**src/rtl/div_sequencer.sv**
```systemverilog
// Iterative RV32M divide/remainder unit: one shared restoring-division datapath, one quotient bit per cycle.
// Fixed 34-cycle latency from the start edge to the result edge; busy_o holds the pipeline, and new starts are ignored while busy.
module div_sequencer #(
  parameter int DATA_SIZE = 32
) (
  input  logic                 clk,
  input  logic                 rst_n,
  input  logic                 start_i,
  input  logic [2:0]           func_i,
  input  logic [DATA_SIZE-1:0] op_a_i,
  input  logic [DATA_SIZE-1:0] op_b_i,
  input  logic                 flush_i,
  output logic                 busy_o,
  output logic                 valid_o,
  output logic [DATA_SIZE-1:0] result_o
);

  localparam int W = DATA_SIZE;
  localparam logic [5:0] LAST_ITER = 6'(W - 1);

  typedef enum logic [1:0] {IDLE, PREP, ITER, FIN} state_t;

  state_t         state;
  logic [1:0]     func_q;
  logic [W-1:0]   a_q, b_q;
  logic [W-1:0]   divisor, rem, quo;
  logic [W-1:0]   result_q;
  logic           neg_q, neg_r;
  logic           valid_q;
  logic [5:0]     cnt;

  logic           signed_op;
  logic [W-1:0]   a_mag, b_mag;
  logic [W:0]     rem_sh;
  logic [W+1:0]   trial;
  logic           trial_ok;
  logic [W-1:0]   quo_fix, rem_fix;
  logic           div_zero, ovf;
  logic [W-1:0]   fin_res;

  // funct3 4 and 6 are the signed variants; func_q holds funct3[1:0]
  assign signed_op = ~func_q[0];

  always_comb begin
    a_mag    = (signed_op && a_q[W-1]) ? -a_q : a_q;
    b_mag    = (signed_op && b_q[W-1]) ? -b_q : b_q;
    rem_sh   = {rem, quo[W-1]};
    trial    = {1'b0, rem_sh} - {2'b00, divisor};
    trial_ok = ~trial[W+1];
    quo_fix  = neg_q ? -quo : quo;
    rem_fix  = neg_r ? -rem : rem;
    div_zero = (b_q == '0);
    ovf      = signed_op && (a_q == {1'b1, {(W-1){1'b0}}}) && (b_q == '1);
    // Special cases only override the final selection, so latency never changes
    if (div_zero)
      fin_res = func_q[1] ? a_q : '1;
    else if (ovf)
      fin_res = func_q[1] ? '0 : a_q;
    else
      fin_res = func_q[1] ? rem_fix : quo_fix;
  end

  always_ff @(posedge clk or negedge rst_n) begin
    if (!rst_n) begin
      state    <= IDLE;
      func_q   <= '0;
      a_q      <= '0;
      b_q      <= '0;
      divisor  <= '0;
      rem      <= '0;
      quo      <= '0;
      result_q <= '0;
      neg_q    <= 1'b0;
      neg_r    <= 1'b0;
      valid_q  <= 1'b0;
      cnt      <= '0;
    end else if (flush_i) begin
      state   <= IDLE;
      cnt     <= '0;
      valid_q <= 1'b0;
    end else begin
      valid_q <= 1'b0;
      case (state)
        IDLE: begin
          if (start_i && func_i[2]) begin
            func_q <= func_i[1:0];
            a_q    <= op_a_i;
            b_q    <= op_b_i;
            state  <= PREP;
          end
        end
        PREP: begin
          divisor <= b_mag;
          quo     <= a_mag;
          rem     <= '0;
          cnt     <= '0;
          neg_q   <= signed_op & (a_q[W-1] ^ b_q[W-1]);
          neg_r   <= signed_op & a_q[W-1];
          state   <= ITER;
        end
        ITER: begin
          rem <= trial_ok ? trial[W-1:0] : rem_sh[W-1:0];
          quo <= {quo[W-2:0], trial_ok};
          cnt <= cnt + 6'd1;
          if (cnt == LAST_ITER)
            state <= FIN;
        end
        FIN: begin
          result_q <= fin_res;
          valid_q  <= 1'b1;
          state    <= IDLE;
        end
        default: state <= IDLE;
      endcase
    end
  end

  assign busy_o   = (state != IDLE);
  assign valid_o  = valid_q;
  assign result_o = result_q;

endmodule

```
**config.mk**
```make
export PLATFORM = sky130hd
export DESIGN_NAME = div_sequencer
export DESIGN_NICKNAME = d
export VERILOG_FILES = /design/src/rtl/div_sequencer.sv
export SDC_FILE = /design/constraint.sdc
export NUM_CORES = 1
export LEC_CHECK = 0
export ABC_AREA = 1
export CAP_MARGIN = 20
export CORE_ASPECT_RATIO = 0.6
export CORE_MARGIN = 2
export CORE_UTILIZATION = 55
export DETAILED_ROUTE_END_ITERATION = 10
export PLACE_DENSITY = 0.86
export SLEW_MARGIN = 20
export SYNTH_ARGS = -nofsm -noshare
export SYNTH_HDL_FRONTEND = slang
export SYNTH_SLANG_ARGS = --single-unit
```
**constraint.sdc**
```tcl
create_clock -name clk -period 2.2 [get_ports clk]
set_input_delay 0.44 -clock clk [delete_from_list [all_inputs] [get_ports clk]]
set_output_delay 0.44 -clock clk [all_outputs]
set_load 0.005 [all_outputs]
```
==> results of run 1 <==
[worst reg2reg max path, delay by kind of cell (launching register included)]
family	cells	cell delay (ns)
buf+inv	4	0.43
simple gates	8	0.77
flops	1	0.44
fa+ha+maj	1	0.33
compound gates	1	0.20
[flip-flops by register name, summed over array words and instances (netlist names)]
signal / count
func_q: 2
neg_q: 1
valid_o: 1
result_o: 32
state: 2
a_q: 32
rem: 32
quo: 32
divisor: 32
b_q: 32
cnt: 6
neg_r: 1
[kinds of logic after synthesis]
logic type	share of synthesized area
AOI/OAI and AO/OA	0.153
xor gates and xnor gates	0.0277
buffers and inverters	0.0955
and+or+nand+nor	0.340
adders and majority gates	0.0360
DFF	0.338
muxes	0.00966
[stage by stage]
| step | utilization | area [sq um] | TNS [ns] | power, W | hold slack [ns] |
|---|---|---|---|---|---|
| after floorplan | - | 15200 | 0 | 0.0142 | 0.144 |
| after global placement | 0.662 | 18100 | -3.70 | 0.0204 | 0.407 |
| after detailed placement | 0.662 | 18100 | -3.30 | 0.0207 | 0.408 |
| after CTS | 0.694 | 19000 | -0.0354 | 0.0249 | 0.404 |
| after global routing | 0.733 | 20000 | -2.39 | 0.0282 | 0.425 |
| final | 0.733 | 20000 | -0.399 | 0.0268 | 0.406 |
[layer usage]
layer | share of wire | GRT usage
met5 | 0 | 0
met3 | 0.16 | 0.165
met4 | 0.020 | 0.0654
met1 | 0.44 | 0.637
met2 | 0.38 | 0.524
[path summary, 6_finish.rpt]
check	from	endpoint	slack, ns	cells past startpoint
worst max-delay path	rem[13]$_DFFE_PN0P_	rem[23]$_DFFE_PN0P_	-0.08	14
worst min-delay path	rst_n	rem[24]$_DFFE_PN0P_	0.41	2
worst max register to register	rem[13]$_DFFE_PN0P_	rem[23]$_DFFE_PN0P_	-0.08	14
worst min register to register	divisor[10]$_DFFE_PN0P_	divisor[10]$_DFFE_PN0P_	0.48	2
max in group asynchronous	rst_n	a_q[8]$_DFFE_PN0P_	1.11	3
min in group clk	op_b_i[13]	b_q[13]$_DFFE_PN0P_	0.46	3
[synth_stat cells, drive strengths merged (13+ instances only)]
cell	number	area (sq um)
o211ai	18	135
inv	279	1050
nand4	43	269
mux2	13	146
xor2	35	307
buf	33	198
dfrtp	205	5130
nand3	257	1310
o21ai	220	1100
nor3	45	246
ha	42	526
nor2	310	1210
xnor2	13	114
nand2	526	2010
clkbuf	50	188
a21oi	183	927
[power groups by stage]
stage	logic [W]	clock network, W	registers, W
2_1_floorplan	0.00771	0	0.00652
3_3_place_gp	0.0136	0	0.00681
3_5_place_dp	0.0138	0	0.00688
4_1_cts	0.0140	0.00399	0.00684
5_1_grt	0.0169	0.00414	0.00716
6_report	0.0157	0.00401	0.00702
[cell type report]
class	count	area (sq um)
clock buffers	32	658
clock inverters	8	90.1
fillers	2182	7310
inverters	283	1070
multi-input cells	1744	9400
flip-flops and latches	205	5140
well taps	367	459
repair buffers	351	3220
[timing repair]
| action | CTS | global route |
|---|---|---|
| gates resized for setup | 33 | 204 |
| pin swaps | 2 | 28 |
| hold buffers | 1 | 0 |
| hold endpoints to repair | 32 | 0 |
| gates cloned | 0 | 7 |
| buffers inserted | 4 | 20 |
| setup endpoints to repair | 36 | 76 |
==> summary.txt, run 1 <==
Largest net degree at the start of global routing = 67
Top delay family on crit path = simple AND/OR/NAND/NOR gates
Setup Skew = 0.0125 ns
RSZ-0062 raised after global routing = yes
Clk_lat worst skew = 0.55 ns
Failing checks = negative setup slack
Max-cap violations = 0
DP Worst Slack = -0.166 ns
Port bufs = 104
Die H = 133 microns
Post-route ant nets = 0
Gr usage total = 0.408
DRT iter0 DRCs = 2,799
Commonest non-fill, non-tap cell in the layout = nand2_1
Psw = 0.0132 W
Remaining DRCs = 0
Total CTS buffers = 22
Clock power frac = 0.150
Vias in the first global route = 16.0k
Maximum fanout along the worst path = 7
Lkg Pwr = 9.97 nW
Root buf cell = clkbuf_16
Post-placement cell count = 2,918
DR WL/cell = 20.6 microns
Nets@finish = 2,721
H-tree depth = 1
CTS tree = done
I/O pins = 105
CP Data Required Time = 2.63 ns
Worst-path clk slew = 0.07 ns
Status = complete, but fails checks
Peak supply drop = 956 uV
Ant. Diodes = 0
CP bufs+invs = 4
Post-synth EDFFs = 0
Non-Filler Instances = 2,990
Post-Syn Nets = 2,429
Hold Path Class = primary input to async pin
Final slew viol count = 0
Dpl hpwl = 45.9 mm
Setup Viol. Count Final = 22
Most frequent cells in the layout = nand2_1 (488), nor2_1 (264), inv_1 (250), nand3_1 (240), buf_4 (219)
Synthesized cell area = 15,200 sq um
First-pass GRT wire length = 91.2 mm
Critical path class = flip-flop to flip-flop
Total congestion overflow = 0
Slowest cell on crit path = dfrtp_1
First drt pass iteration count = 8
Number of distinct library cells after synthesis = 43
Comb power frac = 0.588
Cell mode on critical path = nand2_4
DR vias = 17.8k
Yosys warns = 0
Total Wirelength = 61.6 mm
Ys async rst share = 1.00
Fmax = 0.439 GHz
Fin crit share = 1.04
Core Rows = 47
Core area = 27,300 sq um
Internal = 0.0135 W
Min Tclk post-route = 2.28 ns
Mapped Avg Cell Area = 6.55 sq um
Register bit total from synthesis = 205
Worst Path Arrival = 2.71 ns
Slew margin rel. = 0.622
Cells after Synth = 2,315
Initial Utilization = 0.554
Final GP Congestion = 0.980
Worst setup EP type = flip-flop
DIE WIDTH = 218 microns
Power Dens Cells = 1340 nW/um^2
Sequential share of power = 0.262
Max Root-Sink Buffers = 3
Sw Ratio = 0.494
Post-route setup slack = -0.0778 ns
Most used DFF post-synth = dfrtp_1
Sequential area share after synthesis = 0.338
CP max stage delay = 0.44 ns
Fin. Hold Viols = 0
Clk sinks = 205
Slew @ Worst Pin = 0.560 ns
Die area = 29,000 sq um
Crit-path cells = ha_4 > nand2_4 > buf_6 > inv_4 > nand2_4 > o21bai_1 > inv_1 > nand2_4 > nand2_8 > nand2_8 > buf_12 > nand3_2 > nand3_1 > nand2_1
Syn-to-layout area delta = 32.2%
Crit start category = flip-flop
Vias/cell = 5.95
Initial antenna violation count = 1
Share of layout cells above drive strength 1 = 0.197
No activity file was read; power rests on OpenSTA's default activity.
==> inputs of run 2 (changes only) <==
Settings changed: TNS_END_PERCENT set to 20.
==> run 2 against run 1 <==
  * The run still ends with negative setup slack left
  * Count of clock-buffer cells in the layout stayed put
  * Clock skew hardly changed
  * Sequential share of layout area up 0.14 points
  * Sequential power is essentially flat
  * Global-route usage fell by 0.085 points
  * Routed wire length is 0.20% lower
  * Clock power barely moved
  * Sequential cell count did not move
  * Via count rose by 0.30%
==> summary.txt, run 2 (same netlist as run 1, synthesis figures left out) <==
Multi-input logic area = 9320 sq um
I/O pins = 105
Syn-to-layout area delta = 31.4%
Dpl hpwl = 45.9 mm
Sequential share of power = 0.263
Ant. Diodes = 0
Layout fillers = 2,212
Routed wl met3 = 9.49 mm
Sw Ratio = 0.494
Clock power frac = 0.151
Met2 WL post-DR = 23.5 mm
WL met1 = 27.2 mm
Core area = 27,300 sq um
Sequential Area = 5140 sq um
Peak supply drop = 951 uV
Clk_lat worst skew = 0.56 ns
Core Rows = 47
Worst Path Arrival = 2.65 ns
Worst hold margin = 0.401 ns
Lkg Pwr = 9.92 nW
Internal = 0.0134 W
DR WL/cell = 20.6 microns
CTS tree = done
CP bufs+invs = 4
Worst-path clk slew = 0.07 ns
Initial antenna violation count = 1
Setup slack on the worst flop-to-flop path = -0.05 ns
Die H = 133 microns
Cell mode on critical path = nand2_4
DRT iter0 DRCs = 2,877
Final slew viol count = 0
Share of layout cells above drive strength 1 = 0.184
Final GP Congestion = 0.980
Largest net degree at the start of global routing = 67
Fin Setup TNS = -0.174 ns
Total CTS buffers = 22
Crit-path cells = ha_4 > nand2_4 > buf_6 > inv_4 > nand2_4 > o21bai_1 > inv_1 > nand2_4 > nand2_8 > nand2_8 > buf_12 > nand2_1 > nand3_1 > o21ai_0
Min Tclk post-route = 2.25 ns
RSZ-0062 raised after global routing = yes
Maximum fanout along the worst path = 6
First-pass GRT wire length = 91.0 mm
Most frequent cells in the layout = nand2_1 (497), nor2_1 (268), inv_1 (250), nand3_1 (244), buf_4 (211)
Initial Utilization = 0.554
Fmax = 0.444 GHz
Slew margin rel. = 0.615
Gr usage total = 0.407
CP max stage delay = 0.44 ns
Top delay family on crit path = simple AND/OR/NAND/NOR gates
Comb power frac = 0.585
Setup Skew = 0.0128 ns
DR vias = 17.8k
Die area = 29,000 sq um
H-tree depth = 1
Setup Viol. Count Final = 14
Vias/cell = 5.98
Remaining DRCs = 0
Worst setup EP type = flip-flop
Total congestion overflow = 0
Hold Path Class = primary input to async pin
Clk sinks = 205
Vias in the first global route = 16.0k
CP Data Required Time = 2.60 ns
Psw = 0.0131 W
Fin crit share = 1.02
Port bufs = 104
Status = complete, but fails checks
Fin. Hold Viols = 0
Slew @ Worst Pin = 0.572 ns
Max Root-Sink Buffers = 3
Crit start category = flip-flop
DIE WIDTH = 218 microns
DP Worst Slack = -0.166 ns
Root buf cell = clkbuf_16
Slowest cell on crit path = dfrtp_1
Post-route ant nets = 0
Top Metal Used = met5
Commonest non-fill, non-tap cell in the layout = nand2_1
Critical path class = flip-flop to flip-flop
Nets@finish = 2,713
First drt pass iteration count = 6
Final total power = 0.0266 W
Max-cap violations = 0
Total Wirelength = 61.5 mm
Power Dens Cells = 1340 nW/um^2
Failing checks = negative setup slack
Post-route setup slack = -0.0541 ns
==> run 2: cell count changes in the layout (fill, tap and decap cells not counted), moves of 4 or more <==
cell,before,now
nand2_2,29,22
nand3_2,14,10
nor2_1,264,268
o21ai_0,165,173
o21ai_1,44,37
nor3_1,35,39
nand3_1,240,244
a21oi_2,29,25
nand2_1,488,497
a21oi_1,154,158
buf_4,219,211
==> run 2: worst register-to-register path, cell delays in order (launching register included) <==
cell and delay [ns]:
dfrtp_1 0.44, ha_4 0.33, nand2_4 0.05, buf_6 0.11, inv_4 0.05, nand2_4 0.07
o21bai_1 0.19, inv_1 0.11, nand2_4 0.11, nand2_8 0.10, nand2_8 0.16, buf_12 0.13
nand2_1 0.05, nand3_1 0.06, o21ai_0 0.13
==> run 2: per-stage QoR <==
stage	util	instances	instance area, sq um
3_3_place_gp	0.662	2918	18100
3_5_place_dp	0.662	2918	18100
4_1_cts	0.694	2962	19000
6_report	0.728	2982	19900
2_1_floorplan	-	2315	15200
5_1_grt	0.728	2982	19900
==> run 2: timing repair <==
item	CTS	global route
endpoints found under the hold margin	32	0
hold buffers	1	0
cloned	0	8
setup endpoints to repair	36	76
resized for setup	33	168
setup buffers	3	12
pin swaps	2	28
==> run 2: final timing paths <==
kind | from | end | cells after the start
max in group asynchronous | rst_n | b_q[6]$_DFFE_PN0P_ | 3
min in group clk | op_b_i[13] | b_q[13]$_DFFE_PN0P_ | 3
worst min-delay path | rst_n | rem[24]$_DFFE_PN0P_ | 2
worst max register to register | rem[13]$_DFFE_PN0P_ | rem[17]$_DFFE_PN0P_ | 14
worst max-delay path | rem[13]$_DFFE_PN0P_ | rem[17]$_DFFE_PN0P_ | 14
worst min register to register | divisor[10]$_DFFE_PN0P_ | divisor[10]$_DFFE_PN0P_ | 2
==> run 2: power groups by stage <==
stage / Clock (W) / Combinational [W] / Sequential (W)
floorplan: 0 / 0.00771 / 0.00652
global placement: 0 / 0.0136 / 0.00681
detailed placement: 0 / 0.0138 / 0.00688
CTS: 0.00399 / 0.0140 / 0.00684
global route: 0.00415 / 0.0167 / 0.00714
finish: 0.00403 / 0.0156 / 0.00700
==> run 2: cell type report <==
class / count / share of cell area
multi-input cells: 1744 / 0.468
repair buffers: 343 / 0.160
flip-flops and latches: 205 / 0.258
inverters: 283 / 0.0536
clock inverters: 8 / 0.00452
well taps: 367 / 0.0231
clock buffers: 32 / 0.0330
==> run 2: metal layers <==
metal	track usage	vias to the layer above
met3	0.165	111
met1	0.633	8375
met2	0.523	1192
li1	-	8161
met5	0.0400	-
met4	0.0646	4
